<file path="config.mk">
export PLATFORM = sky130hd
export DESIGN_NAME = mc_control
export DESIGN_NICKNAME = d
export VERILOG_FILES = /design/src/rtl/mc_ctrl_pkg.sv /design/src/rtl/mc_opdecode.sv /design/src/rtl/mc_control.sv
export SDC_FILE = /design/constraint.sdc
export NUM_CORES = 1
export LEC_CHECK = 0
export BUFFER_PORTS_ARGS = -buffer_cell sky130_fd_sc_hd__buf_2
export CORE_UTILIZATION = 40
export CTS_CLUSTER_SIZE = 14
export DETAILED_ROUTE_END_ITERATION = 8
export PLACE_DENSITY = 0.72
export SYNTH_ARGS = -nofsm -noshare
export SYNTH_HDL_FRONTEND = slang
export SYNTH_HIERARCHICAL = 1
export SYNTH_SLANG_ARGS = --single-unit
</file>
<file path="constraint.sdc">
create_clock -name clk -period 6.45 [get_ports clk]
set_input_delay 0.3225 -clock clk [delete_from_list [all_inputs] [get_ports clk]]
set_output_delay 0.3225 -clock clk [all_outputs]
set_load 0.01 [all_outputs]
</file>
<file path="src/rtl/mc_ctrl_pkg.sv">
// Shared types and encodings for the multicycle MIPS main control unit:
// FSM states, instruction classes, opcodes, ALU op codes and mux selects.
package mc_ctrl_pkg;

    typedef enum logic [3:0] {
        ST_FETCH,
        ST_DECODE,
        ST_EXEC_R,
        ST_EXEC_I,
        ST_WB_ALU,
        ST_MEM_ADDR,
        ST_MEM_RD,
        ST_MEM_WR,
        ST_WB_MEM,
        ST_BRANCH,
        ST_JUMP
    } state_e;

    typedef enum logic [2:0] {
        CLS_R,
        CLS_I,
        CLS_LW,
        CLS_SW,
        CLS_BRANCH,
        CLS_JUMP,
        CLS_ILL
    } iclass_e;

    localparam logic [5:0] OP_RTYPE  = 6'b000000;
    localparam logic [5:0] OP_REGIMM = 6'b000001;
    localparam logic [5:0] OP_J      = 6'b000010;
    localparam logic [5:0] OP_BEQ    = 6'b000100;
    localparam logic [5:0] OP_BNE    = 6'b000101;
    localparam logic [5:0] OP_BGTZ   = 6'b000111;
    localparam logic [5:0] OP_ADDI   = 6'b001000;
    localparam logic [5:0] OP_ANDI   = 6'b001100;
    localparam logic [5:0] OP_LW     = 6'b100011;
    localparam logic [5:0] OP_SW     = 6'b101011;

    localparam logic [3:0] ALUOP_NONE  = 4'b0000;
    localparam logic [3:0] ALUOP_ADD   = 4'b0110;
    localparam logic [3:0] ALUOP_AND   = 4'b0011;
    localparam logic [3:0] ALUOP_RTYPE = 4'b0010;
    localparam logic [3:0] ALUOP_BEQ   = 4'b0001;
    localparam logic [3:0] ALUOP_BLTZ  = 4'b1000;
    localparam logic [3:0] ALUOP_BGTZ  = 4'b1100;
    localparam logic [3:0] ALUOP_BGEZ  = 4'b1001;

    typedef enum logic [2:0] {
        BC_BEQ  = 3'd0,
        BC_BNE  = 3'd1,
        BC_BLTZ = 3'd2,
        BC_BGTZ = 3'd3,
        BC_BGEZ = 3'd4
    } bcond_e;

    typedef enum logic [1:0] {
        PCS_ALU    = 2'd0,
        PCS_ALUOUT = 2'd1,
        PCS_JUMP   = 2'd2
    } pcsrc_e;

    typedef enum logic [1:0] {
        SRCB_REGB    = 2'd0,
        SRCB_FOUR    = 2'd1,
        SRCB_IMM     = 2'd2,
        SRCB_IMM_SHL = 2'd3
    } srcb_e;

    typedef struct packed {
        logic [3:0] aluop;
        logic       pc_write;
        logic       pc_write_cond;
        bcond_e     branch_cond;
        pcsrc_e     pc_source;
        logic       i_or_d;
        logic       mem_read;
        logic       mem_write;
        logic       fetch;
        logic       alu_src_a;
        srcb_e      alu_src_b;
        logic       reg_dst;
        logic       reg_write;
        logic       mem_to_reg;
    } ctrl_t;

    // Moore control word for a state; fetch marks the strobes that mem_ready qualifies.
    function automatic ctrl_t state_ctrl(input state_e st, input iclass_e cls,
                                         input logic [3:0] dec_aluop, input bcond_e dec_bc);
        ctrl_t c;
        c = '0;
        case (st)
            ST_FETCH: begin
                c.mem_read  = 1'b1;
                c.fetch     = 1'b1;
                c.alu_src_b = SRCB_FOUR;
                c.aluop     = ALUOP_ADD;
                c.pc_source = PCS_ALU;
            end
            ST_DECODE: begin
                c.alu_src_b = SRCB_IMM_SHL;
                c.aluop     = ALUOP_ADD;
            end
            ST_EXEC_R: begin
                c.alu_src_a = 1'b1;
                c.alu_src_b = SRCB_REGB;
                c.aluop     = ALUOP_RTYPE;
            end
            ST_EXEC_I: begin
                c.alu_src_a = 1'b1;
                c.alu_src_b = SRCB_IMM;
                c.aluop     = dec_aluop;
            end
            ST_WB_ALU: begin
                c.reg_write = 1'b1;
                c.reg_dst   = (cls == CLS_R);
            end
            ST_MEM_ADDR: begin
                c.alu_src_a = 1'b1;
                c.alu_src_b = SRCB_IMM;
                c.aluop     = ALUOP_ADD;
            end
            ST_MEM_RD: begin
                c.i_or_d   = 1'b1;
                c.mem_read = 1'b1;
            end
            ST_MEM_WR: begin
                c.i_or_d    = 1'b1;
                c.mem_write = 1'b1;
            end
            ST_WB_MEM: begin
                c.reg_write  = 1'b1;
                c.mem_to_reg = 1'b1;
            end
            ST_BRANCH: begin
                c.alu_src_a     = 1'b1;
                c.alu_src_b     = SRCB_REGB;
                c.pc_write_cond = 1'b1;
                c.pc_source     = PCS_ALUOUT;
                c.aluop         = dec_aluop;
                c.branch_cond   = dec_bc;
            end
            ST_JUMP: begin
                c.pc_write  = 1'b1;
                c.pc_source = PCS_JUMP;
            end
            default: c = '0;
        endcase
        return c;
    endfunction

endpackage

</file>
<file path="src/rtl/mc_opdecode.sv">
// Combinational opcode decoder: instruction class, ALU op code and branch
// condition from the opcode and instr[16] (REGIMM bltz/bgez select).
module mc_opdecode
    import mc_ctrl_pkg::*;
(
    input  logic [5:0] op_i,
    input  logic       rt0_i,
    output iclass_e    cls_o,
    output logic [3:0] aluop_o,
    output bcond_e     bcond_o
);

    always_comb begin
        cls_o   = CLS_ILL;
        aluop_o = ALUOP_NONE;
        bcond_o = BC_BEQ;
        case (op_i)
            OP_RTYPE: begin
                cls_o   = CLS_R;
                aluop_o = ALUOP_RTYPE;
            end
            OP_ADDI: begin
                cls_o   = CLS_I;
                aluop_o = ALUOP_ADD;
            end
            OP_ANDI: begin
                cls_o   = CLS_I;
                aluop_o = ALUOP_AND;
            end
            OP_LW: begin
                cls_o   = CLS_LW;
                aluop_o = ALUOP_ADD;
            end
            OP_SW: begin
                cls_o   = CLS_SW;
                aluop_o = ALUOP_ADD;
            end
            OP_BEQ: begin
                cls_o   = CLS_BRANCH;
                aluop_o = ALUOP_BEQ;
                bcond_o = BC_BEQ;
            end
            OP_BNE: begin
                cls_o   = CLS_BRANCH;
                aluop_o = ALUOP_BEQ;
                bcond_o = BC_BNE;
            end
            OP_BGTZ: begin
                cls_o   = CLS_BRANCH;
                aluop_o = ALUOP_BGTZ;
                bcond_o = BC_BGTZ;
            end
            OP_REGIMM: begin
                cls_o   = CLS_BRANCH;
                aluop_o = rt0_i ? ALUOP_BGEZ : ALUOP_BLTZ;
                bcond_o = rt0_i ? BC_BGEZ : BC_BLTZ;
            end
            OP_J: begin
                cls_o = CLS_JUMP;
            end
            default: begin
                cls_o   = CLS_ILL;
                aluop_o = ALUOP_NONE;
                bcond_o = BC_BEQ;
            end
        endcase
    end

endmodule

</file>
<file path="src/rtl/mc_control.sv">
// Multicycle MIPS main control FSM. Define MC_CTRL_MEM_WAIT_EN to let
// mem_ready stall FETCH/MEM_RD/MEM_WR; otherwise every access takes one cycle.
module mc_control
    import mc_ctrl_pkg::*;
(
    input  logic       clk,
    input  logic       reset,
    input  logic [5:0] op,
    input  logic       rt0,
    input  logic       mem_ready,
    output logic [3:0] aluop,
    output logic       pc_write,
    output logic       pc_write_cond,
    output logic [2:0] branch_cond,
    output logic [1:0] pc_source,
    output logic       i_or_d,
    output logic       mem_read,
    output logic       mem_write,
    output logic       ir_write,
    output logic       alu_src_a,
    output logic [1:0] alu_src_b,
    output logic       reg_dst,
    output logic       reg_write,
    output logic       mem_to_reg,
    output logic       ill_op
);

    logic rdy;
`ifdef MC_CTRL_MEM_WAIT_EN
    assign rdy = mem_ready;
`else
    logic unused_mem_ready;
    assign unused_mem_ready = mem_ready;
    assign rdy = 1'b1;
`endif

    state_e     state_q, state_d;
    logic [6:0] opl_q, opl_d;
    ctrl_t      ctrl_q, ctrl_d, ctrl_o;
    iclass_e    cls;
    logic [3:0] dec_aluop;
    bcond_e     dec_bc;

    // The decoder sees the live IR only in DECODE; afterwards the latched copy.
    assign opl_d = (state_q == ST_DECODE) ? {op, rt0} : opl_q;

    mc_opdecode u_opdecode (
        .op_i    (opl_d[6:1]),
        .rt0_i   (opl_d[0]),
        .cls_o   (cls),
        .aluop_o (dec_aluop),
        .bcond_o (dec_bc)
    );

    always_comb begin
        state_d = state_q;
        case (state_q)
            ST_FETCH: if (rdy) state_d = ST_DECODE;
            ST_DECODE: begin
                case (cls)
                    CLS_R:          state_d = ST_EXEC_R;
                    CLS_I:          state_d = ST_EXEC_I;
                    CLS_LW, CLS_SW: state_d = ST_MEM_ADDR;
                    CLS_BRANCH:     state_d = ST_BRANCH;
                    CLS_JUMP:       state_d = ST_JUMP;
                    default:        state_d = ST_FETCH;
                endcase
            end
            ST_EXEC_R, ST_EXEC_I: state_d = ST_WB_ALU;
            ST_MEM_ADDR: state_d = (cls == CLS_LW) ? ST_MEM_RD : ST_MEM_WR;
            ST_MEM_RD: if (rdy) state_d = ST_WB_MEM;
            ST_MEM_WR: if (rdy) state_d = ST_FETCH;
            default:   state_d = ST_FETCH;
        endcase
        ctrl_d = state_ctrl(state_d, cls, dec_aluop, dec_bc);
    end

    always_ff @(posedge clk) begin
        if (reset) begin
            state_q <= ST_FETCH;
            opl_q   <= '0;
            ctrl_q  <= state_ctrl(ST_FETCH, CLS_ILL, ALUOP_NONE, BC_BEQ);
        end else begin
            state_q <= state_d;
            opl_q   <= opl_d;
            ctrl_q  <= ctrl_d;
        end
    end

    // Control word is preloaded with FETCH on reset and held quiet while reset is high.
    assign ctrl_o = reset ? '0 : ctrl_q;

    assign aluop         = ctrl_o.aluop;
    assign ir_write      = ctrl_o.fetch & rdy;
    assign pc_write      = ctrl_o.pc_write | (ctrl_o.fetch & rdy);
    assign pc_write_cond = ctrl_o.pc_write_cond;
    assign branch_cond   = ctrl_o.branch_cond;
    assign pc_source     = ctrl_o.pc_source;
    assign i_or_d        = ctrl_o.i_or_d;
    assign mem_read      = ctrl_o.mem_read;
    assign mem_write     = ctrl_o.mem_write;
    assign alu_src_a     = ctrl_o.alu_src_a;
    assign alu_src_b     = ctrl_o.alu_src_b;
    assign reg_dst       = ctrl_o.reg_dst;
    assign reg_write     = ctrl_o.reg_write;
    assign mem_to_reg    = ctrl_o.mem_to_reg;
    assign ill_op        = ~reset & (state_q == ST_DECODE) & (cls == CLS_ILL);

endmodule

</file>
-- After elaboration in Yosys (flattened, before gate mapping)
Cells that the tools add are included.
- $add $sub $neg: 0
- multiply operators: 0
- div/mod/pow operators: 0
- $lt $le $gt $ge: 0
- equality and inequality tests: 30
- shifts and indexed selects: 0
- multiplexer cells: 22
- bitwise gates (word level): 6
- reductions and logical operators: 19
- operators by type and width (operator ; count):
    case mux 4 bit (5 select lines) ; 2
    equality test 4 x 3 -> 1 bit (second input constant) ; 6
    case mux 4 bit (6 select lines) ; 1
    OR reduction 2 bit ; 11
    two-way mux 21 bit ; 1
    equality test 6 x 3 -> 1 bit (second input constant) ; 3
    case mux 3 bit (6 select lines) ; 1
    equality test 4 x 2 -> 1 bit (second input constant) ; 4
    equality test 4 bit (second input constant) ; 3
    equality test 6 x 4 -> 1 bit (second input constant) ; 2
    equality test 6 bit (second input constant) ; 2
    case mux 4 bit (3 select lines) ; 1
    two-way mux 1 bit ; 10
    equality test 3 bit (second input constant) ; 3
    case mux 3 bit (3 select lines) ; 1
    equality test 4 x 1 -> 1 bit (second input constant) ; 2
    zero test 4 bit ; 2
    OR reduction 4 bit ; 2
    two-way mux 7 bit ; 1
    equality test 3 x 2 -> 1 bit (second input constant) ; 2
    equality test 6 x 1 -> 1 bit (second input constant) ; 1
    equality test 6 x 2 -> 1 bit (second input constant) ; 1
    zero test 6 bit ; 1
    case mux 2 bit (3 select lines) ; 1
    9 further kinds ; 13
- register bits after elaboration: 32
- bits in latches: 0
- bits in writable memories: 0
- memory bits (read-only): 0
- bits of input ports: 10
- output and inout bits: 22
- word-level logic and storage cells: 93
- memories: 0

-- Logic depth before layout (Yosys ltp)
Gate-level depths: netlist of the first run.
- depth after elaboration: 12
- depth in mapped cells: 14
- depth with buffers taken out: 11

-- By module
The synthesis of the first run kept the hierarchy.
- by module, submodules not included (module ; times used ; cells an instance ; area each (um^2) ; seq. area each (um^2)):
    mc_control ; 1 ; 143 ; 1398.8 ; 640.6
    mc_opdecode ; 1 ; 35 ; 203.9 ; 0.0

-- Least setup slack after synthesis of the first run
Ideal clock, no wire load.
- kind: register to register
- start point: reg state_q[1]
- end point: reg ctrl_q[18] (netlist bit)
- library setup time: 0.114 ns
- arrival time: 3.080 ns
- data required time: 6.336 ns
- path slack: 3.256 ns
- cell stages (with the launch flop): 14
- buffers on the path: 3
- period minus slack after synthesis: 3.194 ns
- cells stage by stage: dfxtp_1 > buf_2 > nor3_1 > buf_2 > mux2_1 > buf_2 > xor2_1 > nor2_1 > o21ai_0 > nor4_2 > a211oi_4 > nand4_1 > a221o_1 > a21o_1
- longest elaborated chain between the ends: 12
- elaborated cells on any way between the ends: 43
- classes of those cells: eq/ne: 24; mux: 7; reduce/logical: 12
- ends and longest elaborated chain (element ; line ; RTL):
    start, declared ; mc_control.sv:37 ; state_e state_q, state_d;
    start signal, assigned ; mc_control.sv:84 ; state_q <= state_d;
    equality test 4 x 1 -> 1 bit * ; mc_control.sv:45 ; assign opl_d = (state_q == ST_DECODE) ? {op, rt0} : opl_q;
    two-way mux 7 bit * ; mc_control.sv:45 ;
    named net opl_d[1] ; mc_control.sv:38 ; logic [6:0] opl_q, opl_d;
    equality test 6 x 3 -> 1 bit (tied with other cells) ; mc_opdecode.sv:17 ; case (op_i)
    OR reduction 4 bit (no source line) / OR reduction 2 bit (equally long branches) ; -- ;
    case mux 3 bit (6 select lines) * ; mc_opdecode.sv:17 ;
    named net cls[1] ; mc_control.sv:40 ; iclass_e cls;
    equality test 3 x 2 -> 1 bit (on tied branches) ; mc_control.sv:60, mc_control.sv:70 ;
    OR reduction 2 bit ; mc_control.sv:60 ; case (cls)
    case mux 4 bit (5 select lines) ; mc_control.sv:60 ;
    case mux 4 bit (5 select lines) * ; mc_control.sv:57 ; case (state_q)
    equality test 4 x 3 -> 1 bit (tied with other cells) ; mc_ctrl_pkg.sv:92 ; case (st)
    OR reduction 3 bit (no source line) / OR reduction 2 bit (equally long branches) ; -- ;
    case mux 4 bit (3 select lines) * ; mc_ctrl_pkg.sv:92 ;
    end signal, assigned ; mc_control.sv:82 ; ctrl_q <= state_ctrl(ST_FETCH, CLS_ILL, ALUOP_NONE, BC_BEQ);
    end signal, assigned ; mc_control.sv:86 ; ctrl_q <= ctrl_d;
    end, declared ; mc_control.sv:39 ; ctrl_t ctrl_q, ctrl_d, ctrl_o;
Mark *: on every way through the listed nets, which the timed path passes. The rest lies on a longest branch.
A chain may end at the register's enable or synchronous reset.

-- Final worst setup path of the first run
- start point: reg state_q[0]
- end point: reg ctrl_q[19] (netlist bit)
Same word-level chain as after synthesis.

==> impl_metrics.ini, run 1 <==
[placement]
dpl.hpwl_microns = 1980
port_buffers = 30
post_dp_cell_area_sq_um = 1760
pre_cts_slack_ns = 2.76
place_congestion = 0.860

[power_and_ir_drop]
p_per_area_nw_per_um2 = 606
p_leak_nw = 0.776
ir_worst_vdd_v = 0.000206
finalPower_w = 0.00111

[sta]
fin_skew_ns = 0.00275
fin_ws_ns = 2.76
drv_slew = 0
finalHoldViolCount = 0
finalSetupTns_ns = 0
max-slew-margin-rel_pct = 46.6
period_share_pct = 57.2
layout_min_cycle_time_ns = 3.69
setup_violations = 0
tightest_slew_ns = 0.792
rsz0062_at_grt = false
max_freq_mhz = 271

[route]
wirelength_microns = 2910
viasPerCell = 5.01
firstDrtPassIters = 4
ant_nets = 0
drt_iter0_markers = 53
drc = 0
vias = 1262
post_drt_wl_per_cell_microns = 11.5

[yosys]
synthCells = 178
synthTopCellsByCount = nor2b_1, dfxtp_1, nor2_1, a21oi_1, nand2_1
synth_largest_area_cell = dfxtp_1
yosysTopAreaCellShare_pct = 40.0
synth.most_common_cell = nor2b_1
yosysWarnings = 6
seq_area_frac_synth_pct = 40.0
synth_area_leaders = dfxtp_1, nor2b_1, mux2_1
netlist_area_sq_um = 1600
ys_ff_latch = 32
syn_nets = 188
async_flop_share_pct = 0
postSynthAreaPerCell_sq_um = 9.00
synth_flop_cell = dfxtp_1
synth_edf_count = 0
yosys.cell_types.count = 52

[grt]
grt_pass1_wl_microns = 4780
grt_max_degree = 40
grt_pass1_vias = 1062
antenna_found_initial = 0
grt_use_total_pct = 15.2
grt-ovfl-total = 0

[setup_path]
setup.worst_path.class = reg2reg
cp.required_ns = 6.62
critPathLaunchType = register
ff2ff_path_depth = 12
endpoint = ctrl_q[19]
critical_path_arrival_ns = 3.86
crit_path_end_kind = register
r2r_end = ctrl_q[19]
r2r-start = state_q[0]
startpoint = state_q[0]
crit_fanout = 12
ff2ff_setup_slack_ns = 2.76

[clocking]
postCtsHoldBufs = 0
postCtsSetupBuffers = 0
cts_buffer_depth = 2
cts.repair.resized = 0
htree_levels = 2
clkSlewWorstSetupHoldPaths_ns = 0.06
cts_buffers = 5
clock_latency_ns = 0.28
clockRootBuffer = clkbuf_8
clock-sinks = 32
cts_tree = done

[final_layout]
fillers = 379
final_nets = 214
regArea_sq_um = 641
fin_area_sq_um = 1840
multi_input_area_sq_um = 886
drive_gt1_share_pct = 25.0
area_delta_synth_final_pct = 14.6
diodes = 0

[floorplanning]
dieArea_sq_um = 4260
ios = 32
initial_core_util_pct = 42.8
rows = 22
core_sq_um = 3740
die_w_microns = 65.3
fp.dieH_microns = 65.3

[hold_path]
hold_class = in2reg

[run]
max-cap-violations = 0

[outcome]
status = completed
-- registers in the layout (all words and copies together), names as in the netlist --
name	count
state_q	4
ctrl_q	21
opl_q	7
-- cell usage in the layout (no fill, tap or decap), types with 2 or more instances in the layout --
master / Yosys / layout
a21o_1: 4 / 4
a21oi_1: 8 / 8
a221o_1: 2 / 2
a31oi_1: 2 / 2
and2_1: 3 / 3
buf_2: 6 / 30
clkbuf_8: 0 / 5
dfxtp_1: 32 / 32
inv_1: 3 / 3
mux2_1: 6 / 6
mux2i_1: 2 / 2
nand2_1: 8 / 8
nand2b_1: 4 / 4
nand3_1: 2 / 2
nor2_1: 15 / 15
nor2b_1: 33 / 33
nor3_1: 6 / 6
nor4_1: 2 / 2
nor4b_1: 2 / 2
o21ai_0: 2 / 2
o21ai_1: 2 / 2
-- cells by family (layout without fill, tap and decap cells) --
family / count (synthesis) / count (layout) / synth area share, %
AND/OR/NAND/NOR: 89 / 89 / 32.8
flip-flops: 32 / 32 / 40.0
AO/OA/AOI/OAI: 31 / 31 / 15.8
buffers and inverters: 16 / 42 / 4.76
multiplexers: 9 / 9 / 6.17
XOR/XNOR: 1 / 1 / 0.547
-- worst min path at each step --
stage | start | endpoint | slack [ns] | depth (start not counted)
2_1_floorplan | opl_q[1] | opl_q[1] | 0.53 | 2
3_3_place_gp | opl_q[0] | opl_q[0] | 0.61 | 2
6_report | rt0 | opl_q[0] | 0.46 | 3
5_1_grt | rt0 | opl_q[0] | 0.47 | 3
3_5_place_dp | opl_q[0] | opl_q[0] | 0.64 | 2
4_1_cts | rt0 | opl_q[0] | 0.45 | 3
-- cell type report --
class / count / share of cell area [%]
Tap cell: 48 / 3.27
Clock buffer: 6 / 3.95
Multi-Input combinational cell: 130 / 48.2
Sequential cell: 32 / 34.9
Clock inverter: 1 / 0.272
Timing Repair Buffer: 31 / 8.58
Inverter: 4 / 0.817
-- metrics by stage --
stage               std cells  hold slack (ns)  utilization, %
floorplan                 178            0.534               -
global placement          245            0.615            47.0
detailed placement        245            0.636            47.0
CTS                       252            0.449            49.1
global route              252            0.473            49.1
finish                    252            0.455            49.1
-- routing by layer --
layer	vias up	routed length [microns]	track usage, %
met1	569	1440	19.1
met5	-	0	0
met2	25	1280	22.6
met4	0	68	8.15
li1	662	-	-
met3	6	125	5.38
-- critical path, stage by stage (launching register included) --
cell and delay [ns]:
dfxtp_1 0.58, nand2b_1 0.14, nor3_1 0.16, buf_4 0.22
mux2_1 0.46, xor2_1 0.19, nor2_1 0.05, o21ai_0 0.63
nor2b_1 0.40, o31a_1 0.18, o21ai_2 0.10, o2bb2ai_1 0.17
a221o_1 0.29
-- where the power goes --
part | internal (W) | switching, W
sequential | 0.000249 | 0.0000358
combinational | 0.000279 | 0.000412
clock | 0.0000730 | 0.0000649
total | 0.000601 | 0.000512
Power figures use the tool's default switching activity.
==> inputs of run 2 (changes only) <==
Settings changed: ABC_AREA from default to 1, PLACE_DENSITY 0.72 to 0.74.
Clock period 6.45 ns to 3.25 ns, I/O delays scaled along.
==> impl_metrics.ini, run 2 <==
[yosys]
synthTopCellsByCount = nor2_1, inv_1, dfxtp_1, nand2_1, nand3_1
synth.most_common_cell = nor2_1
synth_largest_area_cell = dfxtp_1
seq_area_frac_synth_pct = 38.3
synth_flop_cell = dfxtp_1
async_flop_share_pct = 0
yosysWarnings = 6
ys_ff_latch = 32
syn_nets = 250
synthCells = 240
synth_edf_count = 0
yosys.cell_types.count = 23
postSynthAreaPerCell_sq_um = 6.97
netlist_area_sq_um = 1670
synth_area_leaders = dfxtp_1, nor2_1, inv_1
yosysTopAreaCellShare_pct = 38.3

[setup_path]
crit_fanout = 10
setup.worst_path.class = reg2reg
cp.required_ns = 3.47
crit_slowest_cell = dfxtp_1
cpPeakStageDelay_ns = 0.39
ff2ff_path_depth = 21
crit_family = simple AND/OR/NAND/NOR gates
crit_path_end_kind = register
critical_path_arrival_ns = 3.04
cp.buffers_inverters = 3
critPathLaunchType = register
crit_path_frequent_cell = nor2_1
crit_chain = inv_2 > nand2_1 > nor2_8 > or2_2 > o21ai_0 > inv_1 > nor2_4 > nand2_1 > nor2_1 > nor2_1 > nand3_2 > nand2_2 > inv_1 > nand3_1 > nand2_1 > nor2_1 > nor2_2 > nand3_2 > nand2_1 > nor2_1 > nor2_1
cp.depth = 21

[sta]
layout_min_cycle_time_ns = 2.83
setup_violations = 0
finalSetupTns_ns = 0
max-slew-margin-rel_pct = 49.9
fin_skew_ns = 0.00209
drv_slew = 0
fin_ws_ns = 0.424
period_share_pct = 86.9
rsz0062_at_grt = false
tightest_slew_ns = 0.751
max_freq_mhz = 354
finalHoldViolCount = 0

[clocking]
clockRootBuffer = clkbuf_8
clkSlewWorstSetupHoldPaths_ns = 0.06
cts_buffer_depth = 2
clock_latency_ns = 0.28
cts_tree = done
htree_levels = 2
cts_buffers = 5
clock-sinks = 32
postCtsSetupBuffers = 0

[final_layout]
multi_input_area_sq_um = 820
reg_top3 = ctrl_q x21, opl_q x7, state_q x4
largest_reg_flops = 21
diodes = 0
layout_common_cells = nor2_1, inv_1, dfxtp_1
fin_cells = 323
drive_gt1_share_pct = 33.0
fillers = 394
largest_register = ctrl_q
area_delta_synth_final_pct = 19.4
fin_util_pct = 50.0
regArea_sq_um = 641
final_common_cell = nor2_1
final_nets = 282

[grt]
grt-ovfl-total = 0
grt_pass1_vias = 1242
antenna_found_initial = 0
grt_pass1_wl_microns = 5100
grt_max_degree = 44
grt_use_total_pct = 15.4

[route]
drc = 0
wirelength_microns = 2920
post_drt_wl_per_cell_microns = 9.05
viasPerCell = 4.50
vias = 1455
ant_nets = 0
firstDrtPassIters = 4
drt_iter0_markers = 38

[floorplanning]
ios = 32
initial_core_util_pct = 41.8
die_w_microns = 66.7
rows = 23
fp.dieH_microns = 66.7
dieArea_sq_um = 4440
core_sq_um = 4000

[run]
max-cap-violations = 0

[placement]
post-place-cells = 315
port_buffers = 30
dpl.hpwl_microns = 2160
place_congestion = 0.874
pre_cts_slack_ns = 0.329

[hold_path]
hold_class = in2reg
whs_path_depth = 3

[outcome]
status = completed
==> run 2: repair_timing <==
item	in CTS	in global routing
setup endpoints to repair	0	8
gates resized for setup	0	2
hold buffers	0	0
==> run 2: worst paths after layout <==
kind,start,end,slack (ns)
hold reg to reg,opl_q[1],opl_q[1],0.60
hold / removal,rt0,opl_q[0],0.17
setup / recovery,state_q[3],ctrl_q[5],0.42
setup reg to reg,state_q[3],ctrl_q[5],0.42
==> run 2: routing by layer <==
metal / vias to the layer above / routed length (microns) / part of all wire (%) / GRT usage (%)
li1: 783 / - / - / -
met1: 624 / 1380 / 47 / 17.5
met2: 36 / 1290 / 44 / 25.1
met3: 12 / 147 / 5.0 / 6.16
met4: 0 / 106 / 3.6 / 7.18
met5: - / 0 / 0 / 0
==> run 2: logic make-up after synthesis <==
group                  after synthesis  synth area share (%)
AND/OR/NAND/NOR                    136                  43.7
buffers and inverters               58                  13.0
flip-flops                          32                  38.3
AO/OA/AOI/OAI                       14                  5.01
==> run 2: through the flow <==
stage | hold slack (ns) | cell area [sq um]
4_1_cts | 0.162 | 1990
5_1_grt | 0.192 | 2000
6_report | 0.166 | 2000
2_1_floorplan | 0.360 | 1670
3_5_place_dp | 0.463 | 1870
3_3_place_gp | 0.459 | 1870
==> run 2: cell type report <==
class	count	area share [%]
Sequential cell	32	32.1
Tap cell	50	3.13
Clock inverter	1	1.50
Inverter	53	9.96
Clock buffer	7	4.82
Timing Repair Buffer	30	7.51
Multi-Input combinational cell	150	41.0
==> run 2: worst register-to-register path, delay by kind of cell (launching register included) <==
family          cells  cell delay [ns]
compound gates      1             0.10
simple gates       17             2.02
buf+inv             3             0.28
flops               1             0.39
Power of run 2 is left out: the tool's default activity adds up to more than one toggle a clock period on the data nets, which glitch-free logic cannot reach.
==> inputs of run 3 (changes only) <==
Settings changed: SYNTH_HIERARCHICAL 1 to default.
==> impl_metrics.ini, run 3 <==
[placement]
dpl.hpwl_microns = 2280
place_congestion = 0.847
pre_cts_slack_ns = 1.00
post-place-cells = 301
port_buffers = 30

[floorplanning]
initial_core_util_pct = 42.2
core_sq_um = 4060
fp.dieH_microns = 67.5
die_w_microns = 67.5
ios = 32
dieArea_sq_um = 4550
rows = 23

[final_layout]
final_common_cell = inv_1
final_nets = 268
reg_top3 = ctrl_q x21, opl_q x7, state_q x4
layout_common_cells = inv_1, nor2_1, dfxtp_1
largest_reg_flops = 21
area_delta_synth_final_pct = 17.2
fin_cells = 309
diodes = 0
largest_register = ctrl_q
drive_gt1_share_pct = 31.7

[setup_path]
crit_chain = nor2_4 > nand2_4 > nand2_2 > nand2_2 > nor2_4 > nand3_2 > nand3_1 > inv_1 > nand3_1 > nor3_1 > buf_2
ff2ff_setup_slack_ns = 0.99
critPathLaunchType = register
crit_slowest_cell = dfxtp_1
cpPeakStageDelay_ns = 0.34
crit_fanout = 13
critical_path_arrival_ns = 2.28
cp.required_ns = 3.09
crit_path_end_kind = output port
setup.worst_path.class = reg2out

[route]
drt_iter0_markers = 41
vias = 1399
drc = 0
viasPerCell = 4.53
firstDrtPassIters = 6
post_drt_wl_per_cell_microns = 9.97
wirelength_microns = 3080
ant_nets = 0

[yosys]
synth_flop_cell = dfxtp_1
ys_ff_latch = 32
synth_edf_count = 0
async_flop_share_pct = 0
synth_area_leaders = dfxtp_1, inv_1, nor2_1
yosys.cell_types.count = 30
seq_area_frac_synth_pct = 37.4
synthTopCellsByCount = inv_1, nor2_1, dfxtp_1, nand2_1, nand3_1
synth_largest_area_cell = dfxtp_1
netlist_area_sq_um = 1710
yosysTopAreaCellShare_pct = 37.4
syn_nets = 238
synthCells = 228
postSynthAreaPerCell_sq_um = 7.52
synth.most_common_cell = inv_1
yosysWarnings = 0

[run]
max-cap-violations = 0

[clocking]
cts_buffers = 5
htree_levels = 2
postCtsSetupBuffers = 0
clock-sinks = 32
postCtsHoldBufs = 0
cts_buffer_depth = 2
cts_tree = done
clockRootBuffer = clkbuf_8
clock_latency_ns = 0.28
clkSlewWorstSetupHoldPaths_ns = 0.06
cts.repair.resized = 0

[sta]
fin_ws_ns = 0.805
finalHoldViolCount = 0
holdWs_ns = 0.159
fin_skew_ns = 0.00156
max-slew-margin-rel_pct = 53.8
rsz0062_at_grt = false
max_freq_mhz = 409
layout_min_cycle_time_ns = 2.45
tightest_slew_ns = 0.693
period_share_pct = 75.2
setup_violations = 0
drv_slew = 0
finalSetupTns_ns = 0

[power_and_ir_drop]
seq_power_share_pct = 25.2
netSwitchingFraction_pct = 46.3
clockPowerShare_pct = 19.5
pwr-share-comb_pct = 55.3
intPower_w = 0.00113
p_switching_w = 0.000974
finalPower_w = 0.00211
p_per_area_nw_per_um2 = 1050
ir_worst_vdd_v = 0.000392
p_leak_nw = 1.00

[grt]
grt_pass1_vias = 1225
grt-ovfl-total = 0
grt_use_total_pct = 15.4
grt_pass1_wl_microns = 5190
grt_max_degree = 40
antenna_found_initial = 0

[outcome]
status = completed

[hold_path]
hold_class = in2reg
[run 3: routing by layer]
layer | share of wire, % | up-vias | global-route usage, %
li1 | - | 768 | -
met1 | 48 | 585 | 17.7
met2 | 46 | 37 | 25.0
met3 | 4.2 | 9 | 4.90
met4 | 2.3 | 0 | 8.51
met5 | 0 | - | 0
[run 3: power by group through the flow]
| stage | Sequential, W | Combinational (W) | Clock, W |
|---|---|---|---|
| floorplan | 0.000533 | 0.00102 | 0 |
| CTS | 0.000530 | 0.00117 | 0.000417 |
| global route | 0.000541 | 0.00131 | 0.000436 |
| global placement | 0.000536 | 0.00114 | 0 |
| detailed placement | 0.000539 | 0.00116 | 0 |
| finish | 0.000531 | 0.00116 | 0.000410 |
[run 3: path summary, 6_finish.rpt]
kind	startpoint	endpoint	cells after the start
worst min-delay path	rt0	opl_q[0]	3
worst max register to register	state_q[3]	ctrl_q[19]	14
worst min register to register	opl_q[6]	opl_q[6]	2
worst max-delay path	state_q[3]	ill_op	11
[run 3: worst max-delay path: cells and delay by family (launching register included)]
| family | cells | cell delay, ns |
|---|---|---|
| and+or+nand+nor | 9 | 1.40 |
| DFF | 1 | 0.34 |
| buffers and inverters | 2 | 0.22 |
[run 3: cell families after synthesis]
| kind of cell | count (synthesis) | synth area share, % |
|---|---|---|
| simple gates | 130 | 44.4 |
| buf+inv | 53 | 12.7 |
| flops | 32 | 37.4 |
| compound gates | 12 | 4.96 |
| mux | 1 | 0.584 |
[run 3: layout make-up]
cell class	instances	area [sq um]
Sequential cell	32	641
Clock inverter	1	30.0
Multi-Input combinational cell	143	856
Clock buffer	7	96.3
Fill cell	395	2050
Tap cell	50	62.6
Timing Repair Buffer	30	150
Inverter	46	173
[run 3: stage by stage]
stage                     instance area (sq um)  utilization, %
after floorplan                            1710               -
after global placement                     1880            46.4
after detailed placement                   1880            46.4
after CTS                                  2010            49.5
after global routing                       2010            49.5
final                                      2010            49.5
